--- src/rtl/writeback_unit.sv ---
// ----------------------------------------------------------------------------
// writeback_unit
//
// Purpose:
//   Writeback stage in front of the register file. It merges the single-cycle
//   ALU result (never stalled, highest priority) and the load result path
//   (buffered in a small in-order FIFO) onto the file's single write port.
//   It also keeps write-after-write order between the two paths and exports a
//   per-register pending-load mask for load-use hazard detection in decode.
//
// Ports:
//   clk, reset              clock; asynchronous active-high reset
//   alu_valid/alu_rd/alu_data
//                           ALU result (alu_rd==0 means no result)
//   mem_valid/mem_ready/mem_rd/mem_data
//                           load result handshake into the FIFO
//   reg_write/write_reg/write_data
//                           registered register-file write port
//   pending                 bit r set while a live queued load targets r
//   fifo_count              occupied FIFO slots, killed entries included
//
// Handshake: a load transfers on a rising edge where mem_valid && mem_ready
// are both high. mem_ready depends only on the registered occupancy, so it
// never combinationally depends on mem_valid or on a pop in the same cycle.
// ----------------------------------------------------------------------------
module writeback_unit #(
  parameter  int DEPTH  = 4,
  parameter  int DATA_W = 16,
  parameter  int ADDR_W = 4,
  localparam int PTR_W  = $clog2(DEPTH),
  localparam int CNT_W  = PTR_W + 1,
  localparam int NREG   = 2 ** ADDR_W
) (
  input  logic              clk,
  input  logic              reset,
  input  logic              alu_valid,
  input  logic [ADDR_W-1:0] alu_rd,
  input  logic [DATA_W-1:0] alu_data,
  input  logic              mem_valid,
  output logic              mem_ready,
  input  logic [ADDR_W-1:0] mem_rd,
  input  logic [DATA_W-1:0] mem_data,
  output logic              reg_write,
  output logic [ADDR_W-1:0] write_reg,
  output logic [DATA_W-1:0] write_data,
  output logic [NREG-1:0]   pending,
  output logic [CNT_W-1:0]  fifo_count
);

  // FIFO storage: live bits are reset state, payload is not.
  logic [DEPTH-1:0]  r_live;
  logic [ADDR_W-1:0] r_rd   [DEPTH];
  logic [DATA_W-1:0] r_data [DEPTH];
  logic [PTR_W-1:0]  r_wptr;
  logic [PTR_W-1:0]  r_rptr;
  logic [CNT_W-1:0]  r_count;

  logic              r_reg_write;
  logic [ADDR_W-1:0] r_write_reg;
  logic [DATA_W-1:0] r_write_data;

  logic              w_alu_wr;
  logic              w_accept;
  logic              w_enq;
  logic              w_enq_live;
  logic              w_deq;
  logic [NREG-1:0]   w_pending;

  // Register 0 is hard-wired, so an ALU result to it is no result at all.
  assign w_alu_wr   = alu_valid && (alu_rd != '0);
  assign mem_ready  = (r_count < CNT_W'(DEPTH));
  assign w_accept   = mem_valid && mem_ready;
  // A load to register 0 completes the handshake but occupies no slot.
  assign w_enq      = w_accept && (mem_rd != '0);
  // The ALU write is program-later than a load accepted in the same cycle,
  // so such a load is enqueued already dead.
  assign w_enq_live = !(w_alu_wr && (mem_rd == alu_rd));
  // The FIFO only gets the port when the ALU is not using it.
  assign w_deq      = !w_alu_wr && (r_count != '0);

  // Live bits are cleared on pop, so live alone implies an occupied slot.
  always_comb begin
    w_pending = '0;
    for (int i = 0; i < DEPTH; i++) begin
      if (r_live[i]) w_pending[r_rd[i]] = 1'b1;
    end
  end

  always_ff @(posedge clk or posedge reset) begin
    if (reset) begin
      r_live       <= '0;
      r_wptr       <= '0;
      r_rptr       <= '0;
      r_count      <= '0;
      r_reg_write  <= 1'b0;
      r_write_reg  <= '0;
      r_write_data <= '0;
    end else begin
      // WAW kill: an ALU write supersedes every queued load to the same rd.
      if (w_alu_wr) begin
        for (int i = 0; i < DEPTH; i++) begin
          if (r_rd[i] == alu_rd) r_live[i] <= 1'b0;
        end
      end

      if (w_deq) begin
        r_live[r_rptr] <= 1'b0;
        r_rptr         <= r_rptr + PTR_W'(1);
      end

      // The write slot is free whenever w_enq is high, so this assignment
      // (placed last) correctly overrides the kill loop for that slot.
      if (w_enq) begin
        r_live[r_wptr] <= w_enq_live;
        r_wptr         <= r_wptr + PTR_W'(1);
      end

      r_count <= r_count + CNT_W'(w_enq) - CNT_W'(w_deq);

      // Write port arbitration: ALU first, then FIFO head, else idle.
      // A killed head consumes its slot without writing; index and data
      // hold their last values whenever no write is issued.
      if (w_alu_wr) begin
        r_reg_write  <= 1'b1;
        r_write_reg  <= alu_rd;
        r_write_data <= alu_data;
      end else if (w_deq) begin
        r_reg_write <= r_live[r_rptr];
        if (r_live[r_rptr]) begin
          r_write_reg  <= r_rd[r_rptr];
          r_write_data <= r_data[r_rptr];
        end
      end else begin
        r_reg_write <= 1'b0;
      end
    end
  end

  // Payload storage needs no reset: it is only read behind a live bit.
  always_ff @(posedge clk) begin
    if (w_enq) begin
      r_rd[r_wptr]   <= mem_rd;
      r_data[r_wptr] <= mem_data;
    end
  end

  assign reg_write  = r_reg_write;
  assign write_reg  = r_write_reg;
  assign write_data = r_write_data;
  assign pending    = w_pending;
  assign fifo_count = r_count;

endmodule

--- config.mk ---
export PLATFORM = sky130hd
export DESIGN_NAME = writeback_unit
export DESIGN_NICKNAME = d
export VERILOG_FILES = /design/src/rtl/writeback_unit.sv
export SDC_FILE = /design/constraint.sdc
export NUM_CORES = 1
export LEC_CHECK = 0
export ABC_AREA = 1
export BUFFER_PORTS_ARGS = -buffer_cell sky130_fd_sc_hd__buf_2
export CAP_MARGIN = 30
export CORE_MARGIN = 5
export CORE_UTILIZATION = 45
export CTS_CLUSTER_DIAMETER = 80
export DETAILED_ROUTE_END_ITERATION = 10
export PLACE_DENSITY = 0.65
export SYNTH_ARGS = -nofsm -noshare
export SYNTH_HDL_FRONTEND = slang
export SYNTH_SLANG_ARGS = --single-unit
--- constraint.sdc ---
create_clock -name clk -period 4.7 [get_ports clk]
set_input_delay 0.705 -clock clk [delete_from_list [all_inputs] [get_ports clk]]
set_output_delay 0.705 -clock clk [all_outputs]
set_load 0.005 [all_outputs]
==> results.md <==
- The number of distinct library cells after synthesis is 30.
- The worst setup path is of the reg -> reg kind.
- The net switching power figure is 1.35 mW.
- The count of buffers added on input and output ports is 84.
- Summing all multi-input logic gate instances after layout gives 2210 sq um.
- Synthesis handed over a netlist of 661 instances.
- The number of nets in the layout is 787.
- The path category of the worst min-delay check is in -> async.
- The switching fraction of total power is 38.4%.
- For the final database, setup skew stands at 0.00847 ns.
- The H-tree was split into 3 levels.
- The combinational family with the most area after synthesis is simple AND/OR/NAND/NOR gates.
- Across the VDD grid, the largest voltage drop is 0.227 mV.
- The type of element launching the critical path is a flop.
- The largest net degree at the start of global routing is 47.
- Of the total synthesized cell area, the portion taken by XOR and XNOR cells is 1.36%.
- The number of placed instances with taps included is 894.
- Among all stages on the critical path, the largest delay is contributed by nand3_1.
- The tightest hold margin is 0.444 ns.
- The most prevalent standard cell on the critical path is nand2_1.
- The final critical path takes up 70.0% of the cycle.
- The aggregate global routing overflow is 0.
- The detailed-routing iteration count for the pre-antenna-repair pass is 5.
- Max-cap violations in this run came to 0.
- The number of setup buffers added after CTS is 0.
- The floorplan has 41 rows.
- The sequential cell area is 3200 sq um.
- Of the total synthesized cell area, the portion taken by AND, OR, NAND and NOR gates is 30.6%.
- In this design, the stage delay of the slowest critical-path cell is 0.72 ns.
- The compound-gate portion of the synthesized area is 3.82%.
- The clock sink count is 112.
- After synthesis, the share of cell area in mux cells is 0%.
- Setup repair after global routing left no endpoint under its margin.
- The most common cell after layout, fill and taps aside is nand2_1.
- The initial antenna violation count is 0.
- The cell taking the most area after synthesis is edfxtp_1.
- The final setup violation count is 0.
- In the layout the commonest cells are nand2_1 (249), nand3_1 (108), buf_2 (84).
- The count of endpoints failing hold in the final timing report is 0.
- Synthesis inferred 112 register bits.
- The utilization after layout is 52.8%.
- The die is 124 um tall.
- Dividing the detail-routed wire length by the instance count gives 17.3 um.
- Clock-pin slew was measured on the worst setup and hold paths at 0.07 ns.
- The global-route usage over all layers is 21.3%.
- The die covers 15300 sq um.
- The placeable core region is 12600 sq um.
- Once layout is complete, the cells apart from fillers number 910.
- For this block, the initial DRC count from the detailed router was 402.
- After detailed placement, the total cell area comes to 6360 sq um.
- The total CTS buffers is 9.
- At the worst endpoint, the arrival time is 3.57 ns.
- For this run, asynchronously set or reset flops after synthesis account for 28.6%.
- The detailed router placed 4807 vias in this run.
- The normalized max-slew margin is 35.1%.
- The routed design has 15700 um of wire.
- Each instance of the synthesized netlist takes up on average 8.77 sq um.
- Of the synthesized area, sequential elements account for 55.2%.
- For this run, design rule violations remaining after detail routing come to 0.
- Detailed placement finished with a half-perimeter wire length of 10700 um.
- The synthesized netlist net count is 715.
- The global placer's final weighted congestion is 0.891.
- The worst setup path is captured at a flop.
- In this run the cell area of the synthesized design comes to 5800 sq um.
- The number of flops mapped to enable cells by yosys is 80.
- The clock share of power is 21.9%.
- STA puts the critical path data required time at 4.98 ns.
- The total internal power is 2.16 mW.
- Prior to clock tree synthesis, the placed netlist has a worst setup slack of 1.48 ns.
- Measured along the x axis, the die boundary spans 124 um.
- The register with the most flip-flops in the layout has 64 of them.
- The power density relative to cell area is 526 nW/um^2.
- The post-detailed-route via-to-cell ratio is 5.28.
- No sink is reached through more buffers than the 2 on the longest clock path.
- Walking the worst path, the cells encountered are buf_4 > inv_2 > nand2_1 > nand3_1 > nand3_1 > nand2_2 > nand2_1 > nand2_1.
- The global-route wire length before repair is 24700 um.
- The flow ran to the end, and the final reports show no timing, DRC or antenna violations.
- The count of nets left with antenna violations once routing finished came out at 0.
- Sequential cells account for 41.6% of the total power.
- Once the clock tree was built, the resizer swapped 0 gates to a different size.
- The number of antenna repair diodes is 0.
- The post-route netlist has 17.2% of its cells at a drive strength greater than 1.
- The count of yosys warnings during synthesis is 0.
- The relative contribution of combinational cells to total power is 36.5%.
- The peak clock frequency supported by timing is 304 MHz.
- TritonCTS built the clock tree.
- The number of top-level pins is 85.
- The area growth from synthesis to layout is 15.0%.
- The top register by number of flip-flops is r_data.
- The clock reaches the later pin of the worst-skew pair after 0.35 ns.
- The top-area cell type share of the netlist area is 41.4%.
- The max-slew violation count is 0.
- After routing the design area is 6670 sq um.
- After filler insertion, the fill cell instance count of the layout stands at 1197.
- By area the synthesized netlist is led by edfxtp_1 (41%), nand2_1 (16%), dfrtp_1 (14%).
- CTS placed an instance of clkbuf_16 at the clock tree root.
- The maximum fanout encountered on the critical timing path is 45.
- The final critical path time including I/O delays and setup is 3.29 ns.
- The number of global-route vias before repair was 4805.
- The number of buffers inserted for hold repair after clock tree synthesis is 0.
- The initial cell density of the core is 46.0%.
- The adder-cell share of the synthesized area is 2.29%.
- The setup slack of the critical path after layout is 1.41 ns.
- The actual transition at the worst max-transition pin is 0.971 ns.
- The power consumption is 3.51 mW.
- The most used flip-flop cell after synthesis is edfxtp_1.
- The standby leakage power is 3.10 nW.
- The final total negative setup slack is 0 ns.
==> cells in the mapped netlist, types with 6 or more instances <==
cell / number
a21oi_1: 12
buf_2: 18
dfrtp_1: 32
edfxtp_1: 80
ha_1: 9
inv_1: 49
nand2_1: 249
nand3_1: 108
nand3_2: 6
nor2_1: 36
o221ai_1: 6
o22ai_1: 11
==> cell type report <==
cell class              count  area share, %
clock buffers               9           3.38
clock inverters             7           1.16
inverters                  50           2.81
multi-input cells         467           33.1
flip-flops and latches    112           48.0
well taps                 172           3.23
repair buffers             93           8.29
==> path summary, 6_finish.rpt <==
check | start | to | slack, ns | cells past startpoint
max | r_rptr[0]$_DFFE_PP0P_ | write_data[9]$_DFFE_PP0P_ | 1.41 | 8
min | reset | r_wptr[0]$_DFFE_PP0P_ | 0.44 | 3
max reg2reg | r_rptr[0]$_DFFE_PP0P_ | write_data[9]$_DFFE_PP0P_ | 1.41 | 8
min reg2reg | write_data[0]$_DFFE_PP0P_ | write_data[0]$_DFFE_PP0P_ | 0.51 | 2
max in group asynchronous | reset | write_data[10]$_DFFE_PP0P_ | 3.92 | 3
min in group clk | write_data[0]$_DFFE_PP0P_ | write_data[0]$_DFFE_PP0P_ | 0.51 | 2
==> per-layer routing <==
metal | track usage [%] | share of wire [%] | routed length [um] | up-vias
li1 | - | - | - | 2325
met1 | 26.6 | 41 | 6420 | 2266
met2 | 36.6 | 50 | 7880 | 186
met3 | 3.84 | 6.5 | 1020 | 30
met4 | 8.86 | 2.5 | 395 | 0
met5 | 0 | 0 | 0 | -
==> power groups by stage <==
stage	Combinational, mW	Clock, mW	Sequential (mW)
3_3_place_gp	1.21	0	1.47
3_5_place_dp	1.29	0	1.47
6_report	1.28	0.769	1.46
5_1_grt	1.45	0.824	1.48
4_1_cts	1.30	0.783	1.46
2_1_floorplan	0.889	0	1.43
==> cells by family (layout without fill, tap and decap cells) <==
logic type               Yosys count  count (layout)
AO/OA/AOI/OAI                     34              34
XOR/XNOR                           9               9
adder cells (fa/ha/maj)           10              10
buffers and inverters             82             159
flip-flops                       112             112
AND/OR/NAND/NOR                  414             414
==> critical path: cells and delay by family, from the launching register on <==
kind	cells	cell delay [ns]
and+or+nand+nor	6	1.91
buffers and inverters	2	0.89
DFF	1	0.36
(Power assumes the default switching activity.)
